--- config.mk ---
export PLATFORM = sky130hd
export DESIGN_NAME = mem_access_unit
export DESIGN_NICKNAME = d
export VERILOG_FILES = /design/src/rtl/mem_access_unit.sv
export SDC_FILE = /design/constraint.sdc
export NUM_CORES = 1
export LEC_CHECK = 0
export CORE_MARGIN = 1
export CORE_UTILIZATION = 43
export DETAILED_ROUTE_END_ITERATION = 12
export GPL_TIMING_DRIVEN = 0
export PLACE_DENSITY = 0.91
export SYNTH_ARGS = -nofsm -noshare
export SYNTH_HDL_FRONTEND = slang
export SYNTH_SLANG_ARGS = --single-unit
--- constraint.sdc ---
create_clock -name clk -period 2.1 [get_ports clk]
set_input_delay 0.21 -clock clk [delete_from_list [all_inputs] [get_ports clk]]
set_output_delay 0.21 -clock clk [all_outputs]
set_load 0.02 [all_outputs]
--- src/rtl/mem_access_unit.sv ---
// mem_access_unit
//
// Load/store access unit between the multicycle core datapath and a
// word-organised data memory. A one-cycle start pulse in IDLE latches the
// access, converts it into a word-aligned request with byte-lane enables and
// lane-replicated store data, holds the request until the memory accepts it
// (or a wait limit expires), then pulses done for one cycle. Loads return the
// selected byte/halfword/word, sign- or zero-extended, on rdata.
//
// Build option: define MISALIGN_TRAP_EN to trap misaligned halfword/word
// accesses (no memory request, err with done). Without it the unused low
// address bits are ignored and misalignment never raises err.
//
// Parameters:
//   WAIT_MAX   maximum number of cycles to wait for mem_ready
//
// Ports:
//   clk, rst_n            clock, synchronous active-low reset
//   start, we, funct3     request pulse, store/load select, RV32I size code
//   addr, wdata           byte address, store data
//   busy, done, err       status: not idle, completion pulse, error pulse
//   rdata                 extended load result, held until next load completes
//   mem_req, mem_we       memory request and write strobe
//   mem_addr, mem_be      word address and byte-lane enables
//   mem_wdata             lane-replicated store data
//   mem_ready, mem_rdata  memory accept and read word (same cycle)

module mem_access_unit #(
  parameter int WAIT_MAX = 255
) (
  input  logic        clk,
  input  logic        rst_n,
  input  logic        start,
  input  logic        we,
  input  logic [2:0]  funct3,
  input  logic [31:0] addr,
  input  logic [31:0] wdata,
  output logic        busy,
  output logic        done,
  output logic [31:0] rdata,
  output logic        err,
  output logic        mem_req,
  output logic        mem_we,
  output logic [31:0] mem_addr,
  output logic [3:0]  mem_be,
  output logic [31:0] mem_wdata,
  input  logic        mem_ready,
  input  logic [31:0] mem_rdata
);

  localparam int CNT_W = $clog2(WAIT_MAX + 1);
  // Last count value before the limit: a miss at this count ends the wait.
  localparam logic [CNT_W-1:0] WAIT_LAST = CNT_W'(WAIT_MAX - 1);

  typedef enum logic [1:0] {
    IDLE = 2'd0,
    REQ  = 2'd1,
    DONE = 2'd2
  } state_t;

  state_t           state;
  state_t           state_next;
  logic             err_next;
  logic [CNT_W-1:0] wait_cnt;
  logic             acc_we;
  logic [2:0]       acc_funct3;
  logic [1:0]       acc_off;

  function automatic logic [3:0] lane_enables(input logic [1:0] size,
                                              input logic [1:0] off);
    case (size)
      2'b00:   lane_enables = 4'b0001 << off;
      2'b01:   lane_enables = off[1] ? 4'b1100 : 4'b0011;
      default: lane_enables = 4'b1111;
    endcase
  endfunction

  function automatic logic [31:0] lane_data(input logic [1:0]  size,
                                            input logic [31:0] data);
    case (size)
      2'b00:   lane_data = {4{data[7:0]}};
      2'b01:   lane_data = {2{data[15:0]}};
      default: lane_data = data;
    endcase
  endfunction

  // Undefined size codes fall through to the full word.
  function automatic logic [31:0] load_extend(input logic [2:0]  f3,
                                              input logic [1:0]  off,
                                              input logic [31:0] word);
    logic [7:0]  b;
    logic [15:0] h;
    b = word[{off, 3'b000} +: 8];
    h = off[1] ? word[31:16] : word[15:0];
    case (f3)
      3'b000:  load_extend = {{24{b[7]}}, b};
      3'b100:  load_extend = {24'b0, b};
      3'b001:  load_extend = {{16{h[15]}}, h};
      3'b101:  load_extend = {16'b0, h};
      default: load_extend = word;
    endcase
  endfunction

`ifdef MISALIGN_TRAP_EN
  logic misaligned;
  assign misaligned = ((funct3[1:0] == 2'b01) && addr[0]) ||
                      (funct3[1] && (addr[1:0] != 2'b00));
`endif

  assign busy    = (state != IDLE);
  assign done    = (state == DONE);
  assign mem_req = (state == REQ);
  assign mem_we  = acc_we;

  always_ff @(posedge clk) begin
    if (!rst_n) begin
      state <= IDLE;
    end else begin
      state <= state_next;
    end
  end

  always_comb begin
    state_next = state;
    err_next   = 1'b0;
    case (state)
      IDLE: begin
        if (start) begin
`ifdef MISALIGN_TRAP_EN
          if (misaligned) begin
            state_next = DONE;
            err_next   = 1'b1;
          end else begin
            state_next = REQ;
          end
`else
          state_next = REQ;
`endif
        end
      end
      REQ: begin
        // An accept in the final allowed cycle wins over the timeout.
        if (mem_ready) begin
          state_next = DONE;
        end else if (wait_cnt == WAIT_LAST) begin
          state_next = DONE;
          err_next   = 1'b1;
        end
      end
      DONE:    state_next = IDLE;
      default: state_next = IDLE;
    endcase
  end

  always_ff @(posedge clk) begin
    if (!rst_n) begin
      err        <= 1'b0;
      wait_cnt   <= '0;
      acc_we     <= 1'b0;
      acc_funct3 <= 3'b0;
      acc_off    <= 2'b0;
      mem_addr   <= 32'b0;
      mem_be     <= 4'b0;
      mem_wdata  <= 32'b0;
      rdata      <= 32'b0;
    end else begin
      err <= err_next;
      // Latch the whole access so the datapath may move on while busy.
      if ((state == IDLE) && start) begin
        acc_we     <= we;
        acc_funct3 <= funct3;
        acc_off    <= addr[1:0];
        mem_addr   <= {addr[31:2], 2'b00};
        mem_be     <= lane_enables(funct3[1:0], addr[1:0]);
        mem_wdata  <= lane_data(funct3[1:0], wdata);
        wait_cnt   <= '0;
      end
      if ((state == REQ) && !mem_ready) begin
        wait_cnt <= wait_cnt + CNT_W'(1);
      end
      // Only an accepted load updates rdata; stores and timeouts leave it.
      if ((state == REQ) && mem_ready && !acc_we) begin
        rdata <= load_extend(acc_funct3, acc_off, mem_rdata);
      end
    end
  end

endmodule
==> run_results.csv <==
group,metric,value,unit
routing,drc,0,
timing,period_minus_slack,1.997,ns
routing,drtIter0Drc,446,
yosys,synthDistinctLibCells,47,
placed_design,dp.cells,960,
clock_tree,clk_pin_slew,0.06,ns
placed_design,io_buffers,205,
critical_path,cp-start-kind,"register",
routing,routed_wl,16990,um
placed_design,post-place-ws,-0.1444,ns
timing,finalHoldViolCount,0,
clock_tree,cts_buffer_depth,2,
finish,nNetsFinal,945,
timing,max_freq,500.7,MHz
global_routing,grt_max_degree,17,
routing,viasPerCell,5.585,
critical_path,critical_path.max_fanout,10,
floorplan,fp-row-count,38,
pwr,intPower,4.550,mW
timing,worst_pin_slew,0.7268,ns
floorplan,core,10980,um2
pwr,p_comb_frac,0.198,
clock_tree,cts_tree,"done",
yosys,syn_inst,614,
finish,area_delta_synth_final,56.64,%
yosys,synth.cell_area,4926,um2
pwr,power_frac_clock,0.425,
clock_tree,clkLatencyLatePin,0.41,ns
global_routing,grt_pass1_wl,26210,um
timing,layout_setup_ws,0.1029,ns
routing,wl_per_cell,17.15,um
floorplan,die_w,109.0,um
yosys,synthTopCellsByArea,"dfxtp_1, nand2_1, a21oi_1, o21ai_0, mux2i_1",
global_routing,grt_pass1_vias,5239,
clock_tree,numCtsBuffers,17,
yosys,async_flop_share,0,
yosys,yosysSeqAreaShare,0.4674,
yosys,yosys_warnings,0,
global_routing,track_usage,0.2886,
placed_design,hpwl,12240,um
critical_path,path_class,"register to register",
routing,drt-pass1-iter-count,5,
yosys,syn_avg_cell_area,8.023,um2
yosys,synthTopCellsByCount,"nand2_1, dfxtp_1, a21oi_1",
placed_design,place_congestion,0.9581,
job,drv_cap,0,
timing,timing.hold.ws,0.2558,ns
floorplan,die_y,109.0,um
floorplan,die_area,11890,um2
finish,drive_gt1_frac,0.05405,
routing,num_vias,5535,
pwr,peakVddDrop,0.6026,mV
routing,ant_nets,0,
pwr,power.switching,1.865,mW
yosys,yosysMostFrequentCell,"nand2_1",
floorplan,start_util,0.4485,
timing,slew_viol_final,0,
yosys,synthFlopType,"dfxtp_1",
timing,rsz0062_at_grt,"false",
critical_path,critPathCaptureType,"register",
global_routing,gr-total-overflow,0,
floorplan,ios,209,
clock_tree,htree_levels,4,
timing,setup_viol,0,
pwr,power_leakage,2.790,nW
yosys,yosysTopAreaCell,"dfxtp_1",
finish,nFillCells,851,
yosys,synth_edf_count,0,
clock_tree,cts_setup_buffers,0,
pwr,switching_share,0.2907,
yosys,synth_seq_cells,115,
pwr,powerDensity,831.3,nW/um2
pwr,power,6.414,mW
clock_tree,cts_root_buf,"clkbuf_16",
yosys,yosysTopAreaCellShare,0.4674,
timing,skew,0.008779,ns
pwr,p_seq_frac,0.376,
finish,fin_cells,991,
min_path,hp-class,"primary input to register",
critical_path,required,2.40,ns
clock_tree,cts_sinks,115,
finish,antenna_cells,0,
outcome,status,"complete, no violations",
global_routing,antenna_found_initial,0,
timing,maxSlewHeadroom,0.5144,
timing,fin_crit_sh,0.9510,
critical_path,arrival,2.29,ns
cell type report:
type / instances / area, um2 / area share
multi-input cells: 442 / 2392 / 0.3100
flip-flops and latches: 115 / 2302 / 0.2984
repair buffers: 205 / 2052 / 0.2659
clock buffers: 17 / 425.4 / 0.05513
plain buffers: 51 / 211.5 / 0.02740
well taps: 140 / 175.2 / 0.02270
clock inverters: 14 / 131.4 / 0.01703
inverters: 7 / 26.28 / 0.003405
power groups by stage:
stage          combinational [mW]  sequential, mW  clock, mW
2_1_floorplan               0.444            2.62          0
3_3_place_gp                 1.24            2.45          0
3_5_place_dp                 1.25            2.46          0
4_1_cts                      1.26            2.41       2.75
5_1_grt                      1.37            2.43       2.83
6_report                     1.27            2.41       2.73
routing by layer:
metal  global-route usage  vias up  wire, um
met5                    0        -         0
met3              0.09026       49      1792
met1               0.3505     2547      6574
met2               0.4708      324      8076
li1                     -     2615         -
met4               0.1197        0       549
stage by stage:
step                area, um2  TNS, ns    util
CTS                      7714        0  0.7023
floorplan                4930        0       -
global placement         7157   -2.144  0.6516
detailed placement       7157   -3.558  0.6516
finish                   7716        0  0.7026
global route             7716        0  0.7026
registers in the layout (all words and copies together) (netlist names):
name        flops
mem_wdata      32
rdata          32
mem_addr       30
wait_cnt        8
mem_be          4
acc_funct3      3
acc_off         2
state           2
err             1
mem_we          1
repair_timing:
item / 4_1_cts / 5_1_grt
endpoints found under the setup margin: 0 / 7
hold buffers: 0 / 0
resized for setup: 0 / 2
worst paths after layout:
path / slack, ns / cells after the start / endpoint / start
hold reg to reg: 0.45 / 2 / mem_addr[26] / mem_addr[26]
setup / recovery: 0.10 / 5 / rdata[1] / acc_off[1]
hold / removal: 0.26 / 3 / acc_funct3[1] / funct3[1]
setup reg to reg: 0.10 / 5 / rdata[1] / acc_off[1]
placed cells by master, fill, tap and decap left out, types with 2 or more instances in the layout:
master           Yosys  final
buf_1               10      8
buf_4                3      3
ha_1                 2      2
clkbuf_16            0     17
conb_1               1      2
o311ai_0             2      2
clkinvlp_4           0      7
nand2b_1             3      3
nor2_1              30     30
nor2b_1              4      4
nand2_1            147    147
a32o_1               5      5
a22oi_1              2      2
a311oi_1             8      8
o31ai_1              2      2
o211ai_1             8      8
inv_6                0      3
clkbuf_2             0      2
a211oi_1            20     20
buf_2                5      5
inv_1                4      4
clkbuf_1            33     33
clkinv_4             0      2
nand3b_1             7      7
nand3_1              7      7
a22o_1               2      2
mux2i_1             19     19
o21bai_1             6      6
o21ai_0             46     46
clkinv_1             3      3
a31oi_1              6      6
or4_1                2      2
a21oi_1             84     84
nor3b_1              2      2
nor3_1               6      6
clkdlybuf4s50_1      0    205
nand4_1              4      4
and3_1               2      2
dfxtp_1            115    115
worst max-delay path, stage by stage (launching register included):
cell	delay, ns
dfxtp_1	0.36
buf_2	0.25
clkinv_1	0.32
a21oi_1	0.57
o21ai_0	0.15
o221a_2	0.25
logic make-up (layout without fill, tap and decap cells):
| family | Yosys count | in the layout | synth area share |
|---|---|---|---|
| fa+ha+maj | 2 | 2 | 0.005079 |
| compound gates | 196 | 196 | 0.2413 |
| buf+inv | 58 | 294 | 0.04775 |
| simple gates | 222 | 222 | 0.1946 |
| other cells | 1 | 2 | 0.0007613 |
| flops | 115 | 115 | 0.4674 |
| mux | 20 | 20 | 0.04318 |
(Power assumes the default switching activity.)
